`src/rtl/cfu_act_fifo_pkg.sv`:
```
// Shared opcodes, response codes and status-word layout for the activation FIFO.
package cfu_act_pkg;

   localparam logic [6:0]  OP_PUSH        = 7'd1;
   localparam logic [6:0]  OP_CLEAR       = 7'd2;
   localparam logic [6:0]  OP_STATUS      = 7'd3;

   localparam logic [31:0] RSP_OK         = 32'd0;
   localparam logic [31:0] RSP_FULL       = 32'd1;
   localparam logic [31:0] RSP_BADOP      = 32'hFFFF_FFFF;

   localparam int unsigned STATUS_OVF_BIT = 31;

   // Status word: overflow flag in the top bit, occupancy in the low half.
   function automatic logic [31:0] status_word(input logic ovf, input logic [15:0] cnt);
      logic [31:0] w;
      w                 = '0;
      w[STATUS_OVF_BIT] = ovf;
      w[15:0]           = cnt;
      return w;
   endfunction

endpackage

```
`src/rtl/cfu_act_fifo_core.sv`:
```
// Circular storage with read/write pointers and occupancy count.
// Read data is first-word fall-through from the head entry.
module sync_fifo_core
   import cfu_act_pkg::*;
#(
   parameter int unsigned DEPTH = 16,
   parameter int unsigned WIDTH = 32,
   parameter int unsigned CW    = $clog2(DEPTH + 1)
) (
   input  logic             clk,
   input  logic             reset,
   input  logic             push,
   input  logic             pop,
   input  logic             clear,
   input  logic [WIDTH-1:0] din,
   output logic [WIDTH-1:0] dout,
   output logic [CW-1:0]    count,
   output logic             full,
   output logic             empty
);

   localparam int unsigned PW = $clog2(DEPTH);

   logic [WIDTH-1:0] mem_q [DEPTH];
   logic [PW-1:0]    wr_ptr_q, wr_ptr_d;
   logic [PW-1:0]    rd_ptr_q, rd_ptr_d;
   logic [CW-1:0]    count_q, count_d;
   logic             wr_en;
   logic             rd_en;

   assign full  = (count_q == CW'(DEPTH));
   assign empty = (count_q == '0);
   assign wr_en = push & ~full;
   assign rd_en = pop & ~empty;
   assign dout  = mem_q[rd_ptr_q];
   assign count = count_q;

   // Pointer/count update; clear wins after any same-cycle pop has been served.
   always_comb begin
      wr_ptr_d = wr_ptr_q;
      rd_ptr_d = rd_ptr_q;
      count_d  = count_q;
      if (clear) begin
         wr_ptr_d = '0;
         rd_ptr_d = '0;
         count_d  = '0;
      end else begin
         if (wr_en) wr_ptr_d = wr_ptr_q + PW'(1);
         if (rd_en) rd_ptr_d = rd_ptr_q + PW'(1);
         count_d = count_q + CW'(wr_en) - CW'(rd_en);
      end
   end

   // Pointer and count registers.
   always_ff @(posedge clk) begin
      if (reset) begin
         wr_ptr_q <= '0;
         rd_ptr_q <= '0;
         count_q  <= '0;
      end else begin
         wr_ptr_q <= wr_ptr_d;
         rd_ptr_q <= rd_ptr_d;
         count_q  <= count_d;
      end
   end

   // Storage write; contents need no reset since count gates visibility.
   always_ff @(posedge clk) begin
      if (wr_en && !clear) mem_q[wr_ptr_q] <= din;
   end

endmodule

```
`src/rtl/cfu_act_fifo.sv`:
```
// CFU-facing activation FIFO: command decode, registered response,
// sticky overflow flag, and a valid/ready stream toward conv1d.
module cfu_act_fifo
   import cfu_act_pkg::*;
#(
   parameter int unsigned DEPTH = 16,
   parameter int unsigned WIDTH = 32,
   parameter int unsigned CW    = $clog2(DEPTH + 1)
) (
   input  logic             clk,
   input  logic             reset,
   input  logic             cmd_valid,
   output logic             cmd_ready,
   input  logic [6:0]       cmd_funct7,
   input  logic [31:0]      cmd_in0,
   output logic             rsp_valid,
   input  logic             rsp_ready,
   output logic [31:0]      rsp_data,
   output logic             out_valid,
   input  logic             out_ready,
   output logic [WIDTH-1:0] out_data,
   output logic [CW-1:0]    count
);

   logic        rsp_valid_q, rsp_valid_d;
   logic [31:0] rsp_data_q, rsp_data_d;
   logic        ovf_q, ovf_d;
   logic        cmd_fire;
   logic        fifo_push;
   logic        fifo_pop;
   logic        fifo_clear;
   logic        fifo_full;
   logic        fifo_empty;

   assign cmd_ready = ~rsp_valid_q;
   assign cmd_fire  = cmd_valid & cmd_ready;
   assign out_valid = ~fifo_empty;
   assign fifo_pop  = out_valid & out_ready;
   assign rsp_valid = rsp_valid_q;
   assign rsp_data  = rsp_data_q;

   sync_fifo_core #(
      .DEPTH (DEPTH),
      .WIDTH (WIDTH),
      .CW    (CW)
   ) u_core (
      .clk   (clk),
      .reset (reset),
      .push  (fifo_push),
      .pop   (fifo_pop),
      .clear (fifo_clear),
      .din   (WIDTH'(cmd_in0)),
      .dout  (out_data),
      .count (count),
      .full  (fifo_full),
      .empty (fifo_empty)
   );

   // Command decode and next response/overflow state.
   always_comb begin
      rsp_valid_d = rsp_valid_q;
      rsp_data_d  = rsp_data_q;
      ovf_d       = ovf_q;
      fifo_push   = 1'b0;
      fifo_clear  = 1'b0;
      if (rsp_valid_q && rsp_ready) rsp_valid_d = 1'b0;
      if (cmd_fire) begin
         rsp_valid_d = 1'b1;
         case (cmd_funct7)
            OP_PUSH: begin
               if (fifo_full) begin
                  ovf_d      = 1'b1;
                  rsp_data_d = RSP_FULL;
               end else begin
                  fifo_push  = 1'b1;
                  rsp_data_d = RSP_OK;
               end
            end
            OP_CLEAR: begin
               fifo_clear = 1'b1;
               ovf_d      = 1'b0;
               rsp_data_d = 32'(count) - 32'(fifo_pop);
            end
            OP_STATUS: rsp_data_d = status_word(ovf_q, 16'(count));
            default:   rsp_data_d = RSP_BADOP;
         endcase
      end
   end

   // Response and overflow registers.
   always_ff @(posedge clk) begin
      if (reset) begin
         rsp_valid_q <= 1'b0;
         rsp_data_q  <= '0;
         ovf_q       <= 1'b0;
      end else begin
         rsp_valid_q <= rsp_valid_d;
         rsp_data_q  <= rsp_data_d;
         ovf_q       <= ovf_d;
      end
   end

endmodule

```
`config.mk`:
```
export PLATFORM = sky130hd
export DESIGN_NAME = cfu_act_fifo
export DESIGN_NICKNAME = d
export VERILOG_FILES = /design/src/rtl/cfu_act_fifo_pkg.sv /design/src/rtl/cfu_act_fifo_core.sv /design/src/rtl/cfu_act_fifo.sv
export SDC_FILE = /design/constraint.sdc
export NUM_CORES = 1
export LEC_CHECK = 0
export ABC_AREA = 1
export CAP_MARGIN = 10
export CORE_MARGIN = 4
export CORE_UTILIZATION = 55
export CTS_CLUSTER_SIZE = 28
export DETAILED_ROUTE_END_ITERATION = 8
export PLACE_DENSITY_LB_ADDON = 0.15
export REMOVE_ABC_BUFFERS = 1
export SYNTH_ARGS = -nofsm -noshare
export SYNTH_HDL_FRONTEND = slang
export SYNTH_HIERARCHICAL = 1
export SYNTH_SLANG_ARGS = --single-unit
export TNS_END_PERCENT = 20
```
`constraint.sdc`:
```
create_clock -name clk -period 7.2 [get_ports clk]
set_input_delay 1.44 -clock clk [delete_from_list [all_inputs] [get_ports clk]]
set_output_delay 1.44 -clock clk [all_outputs]
set_load 0.01 [all_outputs]
```
==> results of run 1 <==
## state kept, by name (all words and copies together), names as in the netlist, named ones only
signal	cells
ovf_q	1
rsp_valid	1
u_core/rd_ptr_q	4
u_core/mem_q	512
u_core/wr_ptr_q	4
u_core/count	5
rsp_data	7
## path summary, 6_finish.rpt
path	cells after the start	from	slack, ps	end
setup / recovery	9	flip-flop	1660	out_data[24]
hold / removal	2	u_core/rd_ptr_q[2]	520	flip-flop
setup reg to reg	10	u_core/count[2]	3600	u_core/mem_q[2][28]
hold reg to reg	2	u_core/rd_ptr_q[2]	520	flip-flop
## power groups by stage
stage | registers, W | clock network, W | logic (W)
4_1_cts | 0.00354 | 0.00285 | 0.00223
2_1_floorplan | 0.00373 | 0 | 0.00136
3_3_place_gp | 0.00361 | 0 | 0.00219
3_5_place_dp | 0.00361 | 0 | 0.00222
6_report | 0.00354 | 0.00280 | 0.00223
5_1_grt | 0.00355 | 0.00300 | 0.00249
## placed cells by master, fill, tap and decap left out, drive strengths merged, types with 5 or more instances in the layout
cell type,Yosys,routed
nand2,711,711
edfxtp,512,512
inv,430,432
nand3,406,406
clkdlybuf4s50,0,115
clkbuf,14,72
nor2,62,62
dfxtp,26,26
clkinv,0,23
buf,116,21
ha,14,14
o21ai,12,12
bufinv,0,6
a21oi,5,5
## worst min-delay path: stages (launching register included)
cell     delay [ps]
dfxtp_1         330
nand2_1          70
a21oi_1          70
## per-stage QoR
| step | setup WS [ps] | instance area [um^2] | total power, W | hold WS, ps | std cells |
|---|---|---|---|---|---|
| finish | 1660 | 26800 | 0.00858 | 524 | 3011 |
| global placement | 2260 | 25100 | 0.00580 | 499 | 2908 |
| floorplan | -2000 | 22900 | 0.00509 | 475 | 2195 |
| detailed placement | 2260 | 25100 | 0.00583 | 512 | 2908 |
| CTS | 1640 | 26800 | 0.00863 | 523 | 3011 |
| global route | 1350 | 26800 | 0.00904 | 547 | 3011 |
## final cells by class
cell class,instances,area (um^2)
clock buffers,72,1460
clock inverters,31,307
fillers,3348,15500
inverters,430,1620
multi-input cells,1227,5510
flip-flops and latches,538,15900
well taps,577,722
repair buffers,136,1310
## kinds of logic after synthesis
group	count (synthesis)	share of synthesized area (%)
xor+xnor	4	0.147
fa+ha+maj	15	0.820
compound gates	22	0.563
flops	538	66.8
buf+inv	560	10.5
simple gates	1186	21.1
## metal layers
layer	wire length [um]	vias to the layer above
met5	0	-
met4	1310	0
met3	3580	91
met2	27100	606
met1	23600	7758
li1	-	7587
==> impl_results.md, run 1 <==
- CP max stage delay: 920 ps
- Post-synthesis async set-or-reset flop share: 0%
- Worst-path clk slew: 60 ps
- Sw power: 0.00267 W
- # IOs: 116
- Maxcap violations: 0
- IR drop worst, VDD: 0.000258 V
- Top cells by area, synth: edfxtp_1, nand2_1, nand3_1
- Final ANT Viol Nets: 0
- GRT Overall Usage: 23.9%
- Slew @ Worst Pin: approximately 1300 ps
- Sw Share: 31.2%
- Clock Tree Root: clkbuf_16
- Register area share after synthesis: roughly 67%
- Hold buffer count at CTS: 0
- Most used DFF post-synth: edfxtp_1
- Initial antenna violation count: 0
- Post-route core utilization: 63.4%
- Library cells used by synthesis: 33
- Max Fclk: 181 MHz
- Crit path kind: flip-flop to output pin
- Pleak: around 11 nW
- H-tree levels: 2
- Mapped Area: 23800 um^2
- Dominant cell by count in the synthesized netlist: nand2_1
- DP Wirelength: about 30000 um
- P per Cell Area: between 300 and 400 nW/um^2
- Total wire length: 55600 um
- TritonRoute pass-1 iters: 5
- Min Tclk post-route: 5540 ps
- Starting density of the core: between 50 and 60%
- Clock sinks: ~540
- Via count: 16042
- Routed length per instance: 18.4 um
- Post-synth EDFFs: 512
- Cell-internal power: 0.00590 W
- Met3 usage: 3.77%
- Die area: 46600 um^2
- Gpl congestion: 0.800
- Final Hold Vio Count: 0
- Yosys top cell by area: edfxtp_1
- First-pass GRT wire length: roughly 88000 um
- RSZ-0062 raised after global routing: false
- Status: complete, no violations
- Grt total ovfl: 0
- CP dominant cell by count: nand2_1
- Period utilisation layout: 76.9%
- Die Ht: 216 um
- Buf/Inv on CP: 3
- # setup viols final: 0
- Site row count: 75
- Buffers on Ports: around 120
- Total negative setup slack: 0 ps
- Syn. warnings: 6
- Number of DRC markers in iteration 0: 1429
- Hold crit path type: flip-flop to flip-flop
- Syn avg cell area: 10.2 um^2
- Share of power burned in combinational logic: 26.0%
- Clock share of power: 32.7%
- GRT met2 Usage: 40.7%
- Vias in the first global route: 15709
- Area Overhead vs Synth: 12.8%
- Mapped Cells: 2325
- Number of setup buffers added after CTS: 0
- Met1 Track Usage GR: 32.3%
- Core Region: 42300 um^2
- Crit path max fanout: 96
- Slowest-stage cell, CP: buf_4
- Clock skew: about 21 ps
- Yosys reg bits: 538
- Post-synth top area share: around 65%
- Top delay family on crit path: buffers and inverters
- Type of origin of the critical path: flip-flop
- WP data required: 5760 ps
- CTS tree: done
- Diodes inserted: 0
- DRC viols: 0
- Skew-Pair Late Insertion Delay: 610 ps
- Worst path arrival time: approximately 4100 ps
- Num CTS Buffers: 55
- PostCTS Resize Cnt: 0
- Slew margin rel.: around 15%
- Largest net degree at the start of global routing: 156
- Max Root-Sink Buffers: 3
- Max Slew Vio Count: 0
- Synth cell count leaders: nand2_1, edfxtp_1, inv_1
- Vias per cell: 5.33
- Layout cells sized above 1: under 10%
- Die X: 216 um
- CP Cell Sequence: buf_4, buf_4, nand2_1, nand2_1, nand2_1, nand3_1, nand3_1, nand2_1, clkdlybuf4s50_1
- Critical Path End Type: output pin
- Nets: 2447
- Flop pwr share: 41.3%
- Most Crowded Layer GR: met2
No activity file was read; power rests on OpenSTA's default activity.
==> run 2, diff against run 1 <==
==> constraint.sdc (replaced) <==
create_clock -name clk -period 4.5 [get_ports clk]
set_input_delay 0.9 -clock clk [delete_from_list [all_inputs] [get_ports clk]]
set_output_delay 0.9 -clock clk [all_outputs]
set_load 0.01 [all_outputs]
==> run 2 against run 1 <==
Net effect:
- core utilization is 0.51 points higher
- wire length increased by 0.40%
- critical path depth stayed put
- largest cell class unchanged
- largest power group unchanged
==> impl_results.md, run 2 (synthesis gave the netlist of run 1 again) <==
- Worst-path clk slew: 60 ps (about the same)
- Pleak: 11.4 nW (was 11.2 nW)
- Max Root-Sink Buffers: 3 (unchanged)
- Die Ht: 216 um (unchanged)
- Starting density of the core: 56.2% (unchanged)
- Number of setup buffers added after CTS: 0 (unchanged)
- CP Cell Sequence: inv_6, buf_4, nand2_1, nand2_1, nand2_1, nand3_1, nand3_1, nand2_1, clkdlybuf4s50_1 (was buf_4, buf_4, nand2_1, nand2_1, nand2_1, nand3_1, nand3_1, nand2_1, clkdlybuf4s50_1)
- CP dominant cell by count: nand2_1 (unchanged)
- Site row count: 75 (unchanged)
- TritonRoute pass-1 iters: 6 (was 5)
- Most Crowded Layer GR: met2 (unchanged)
- Clock Tree Root: clkbuf_16 (unchanged)
- Most common cell after layout, fill and taps aside: nand2_1 (unchanged)
- Met1 Track Usage GR: 32.9% (was 32.3%)
- Total wire length: 55800 um (was 55600 um)
- Met3 usage: 4.06% (was 3.77%)
- Clock skew: 18.3 ps (was 20.7 ps)
- Final Hold Vio Count: 0 (unchanged)
- Top delay family on crit path: buffers and inverters (unchanged)
- DP Wirelength: 31800 um (was 29700 um)
- GRT Overall Usage: 23.7% (was 23.9%)
- Max Fclk: 255 MHz
- Hold crit path type: flip-flop to flip-flop (unchanged)
- Hold buffer count at CTS: 0 (unchanged)
- # IOs: 116 (unchanged)
- Area Overhead vs Synth: 13.7% (was 12.8%)
- Final ANT Viol Nets: 0 (unchanged)
- DRC viols: 0 (unchanged)
- Register Area: 15900 um^2 (unchanged)
- Total negative setup slack: 0 ps (unchanged)
- Nets: 2470 (was 2447)
- Type of origin of the critical path: flip-flop (unchanged)
- Buf/Inv on CP: 3 (unchanged)
- Critical Path End Type: output pin (unchanged)
- Fillers: 3347 (was 3348)
- Buffers on Ports: 115 (unchanged)
- Layout cells sized above 1: 6.48% (was 5.51%)
- Routed length per instance: 18.4 um (about the same)
- Clock sinks: 538 (unchanged)
- WP data required: 3600 ps (was 5760 ps)
- Min Tclk post-route: 3910 ps
- Period utilisation layout: 87.0%
- Largest net degree at the start of global routing: 110 (was 156)
- First-pass GRT wire length: 87000 um (was 87900 um)
- Vias in the first global route: 15353 (was 15709)
- Die area: 46600 um^2 (unchanged)
- Vias per cell: 5.24 (was 5.33)
- Worst path arrival time: 3010 ps (was 4100 ps)
- Gpl congestion: 0.796 (was 0.800)
- Num CTS Buffers: 55 (unchanged)
- Slew @ Worst Pin: 929 ps (was 1270 ps)
- RSZ-0062 raised after global routing: false (unchanged)
- IR drop worst, VDD: 0.000376 V (was 0.000258 V)
- H-tree levels: 2 (unchanged)
- Status: complete, no violations (unchanged)
- Die X: 216 um (unchanged)
- Multi-input gate area: 5510 um^2 (unchanged)
- Slew margin rel.: 37.9% (was 15.4%)
- Crit path kind: flip-flop to output pin (unchanged)
- Via count: 15872 (was 16042)
- Crit path max fanout: 49 (was 96)
- Core Region: 42300 um^2 (unchanged)
- Slowest-stage cell, CP: clkdlybuf4s50_1 (was buf_4)
- Commonest cells after routing, fill and taps aside: nand2_1, edfxtp_1, inv_1 (unchanged)
- Register ranked first by flip-flop count: u_core/mem_q (unchanged)
- CTS tree: done (unchanged)
- PostCTS Resize Cnt: 0 (unchanged)
- Skew-Pair Late Insertion Delay: 600 ps (was 610 ps)
- Max FFs per register: 512 (unchanged)
- Number of DRC markers in iteration 0: 1449 (was 1429)
- P per Cell Area: 504 nW/um^2 (was 320 nW/um^2)
- CP max stage delay: 550 ps (was 920 ps)
- Initial antenna violation count: 0 (unchanged)
- Diodes inserted: 0 (unchanged)
- GRT met2 Usage: 39.8% (was 40.7%)
- Maxcap violations: 0 (unchanged)
- # setup viols final: 0 (unchanged)
- Pre-CTS WS: 631 ps (was 2260 ps)
- Worst setup margin: 585 ps (was 1660 ps)
- Max Slew Vio Count: 0 (unchanged)
- Grt total ovfl: 0 (unchanged)
==> run 2: where the power goes <==
| part | internal [W] | total, W | switching (W) |
|---|---|---|---|
| registers | 0.00553 | 0.00564 | 0.000116 |
| clock network | 0.00246 | 0.00430 | 0.00183 |
| logic | 0.00134 | 0.00371 | 0.00237 |
| total | 0.00933 | 0.0136 | 0.00432 |
==> run 2: final cells by class <==
| type | instances | area share [%] |
|---|---|---|
| tap | 577 | 2.67 |
| timing repair buffer | 159 | 5.98 |
| multi-input combinational | 1227 | 20.4 |
| clock buffer | 68 | 5.27 |
| clock inverter | 30 | 0.930 |
| sequential | 538 | 58.8 |
| inverter | 430 | 5.99 |
==> run 2: final timing paths <==
| path | cells after the start | slack (ps) | start | to |
|---|---|---|---|---|
| max | 9 | 590 | flip-flop | out_data[9] |
| min | 2 | 530 | rsp_data[0] | rsp_data[0] |
| max reg2reg | 16 | 1250 | u_core/count[2] | u_core/count[4] |
| min reg2reg | 2 | 530 | rsp_data[0] | rsp_data[0] |
==> run 2: worst register-to-register path, cell delays in order (launching register included) <==
cell     delay, ps
dfxtp_1        520
inv_1          110
ha_1           230
nand4_1        180
inv_1          100
nor3_1         330
nand2_1        240
ha_1           330
inv_1           40
ha_1           200
fa_1           410
nand2_1         80
a21oi_1         70
nor2_1         130
nand2_1         70
nand2_1         60
nor2_1          40
==> run 2: per-layer routing <==
metal | part of all wire (%) | vias to the layer above
li1 | - | 7640
met1 | 43 | 7606
met2 | 49 | 538
met3 | 6.9 | 88
met4 | 2.0 | 0
met5 | 0 | -
==> run 2: stage by stage <==
step                      area (um^2)  std cells  total power [W]  hold slack, ps  utilization [%]
after CTS                       27100       3029           0.0138             536             63.9
final                           27100       3029           0.0136             529             63.9
after global placement          25400       2931          0.00940             499             60.0
after detailed placement        25400       2931          0.00945             520             60.0
after global routing            27100       3029           0.0144             559             63.9
after floorplan                 22900       2195          0.00814             475                -
==> run 3, diff against run 2 <==
--- a/config.mk
+++ b/config.mk
@@ -9,7 +9,6 @@
 export CAP_MARGIN = 10
 export CORE_MARGIN = 4
 export CORE_UTILIZATION = 55
-export CTS_CLUSTER_SIZE = 28
 export DETAILED_ROUTE_END_ITERATION = 8
 export PLACE_DENSITY_LB_ADDON = 0.15
 export REMOVE_ABC_BUFFERS = 1
==> results of run 3 <==
Same layout as run 2: the final DEF is identical, and so are final timing and power.
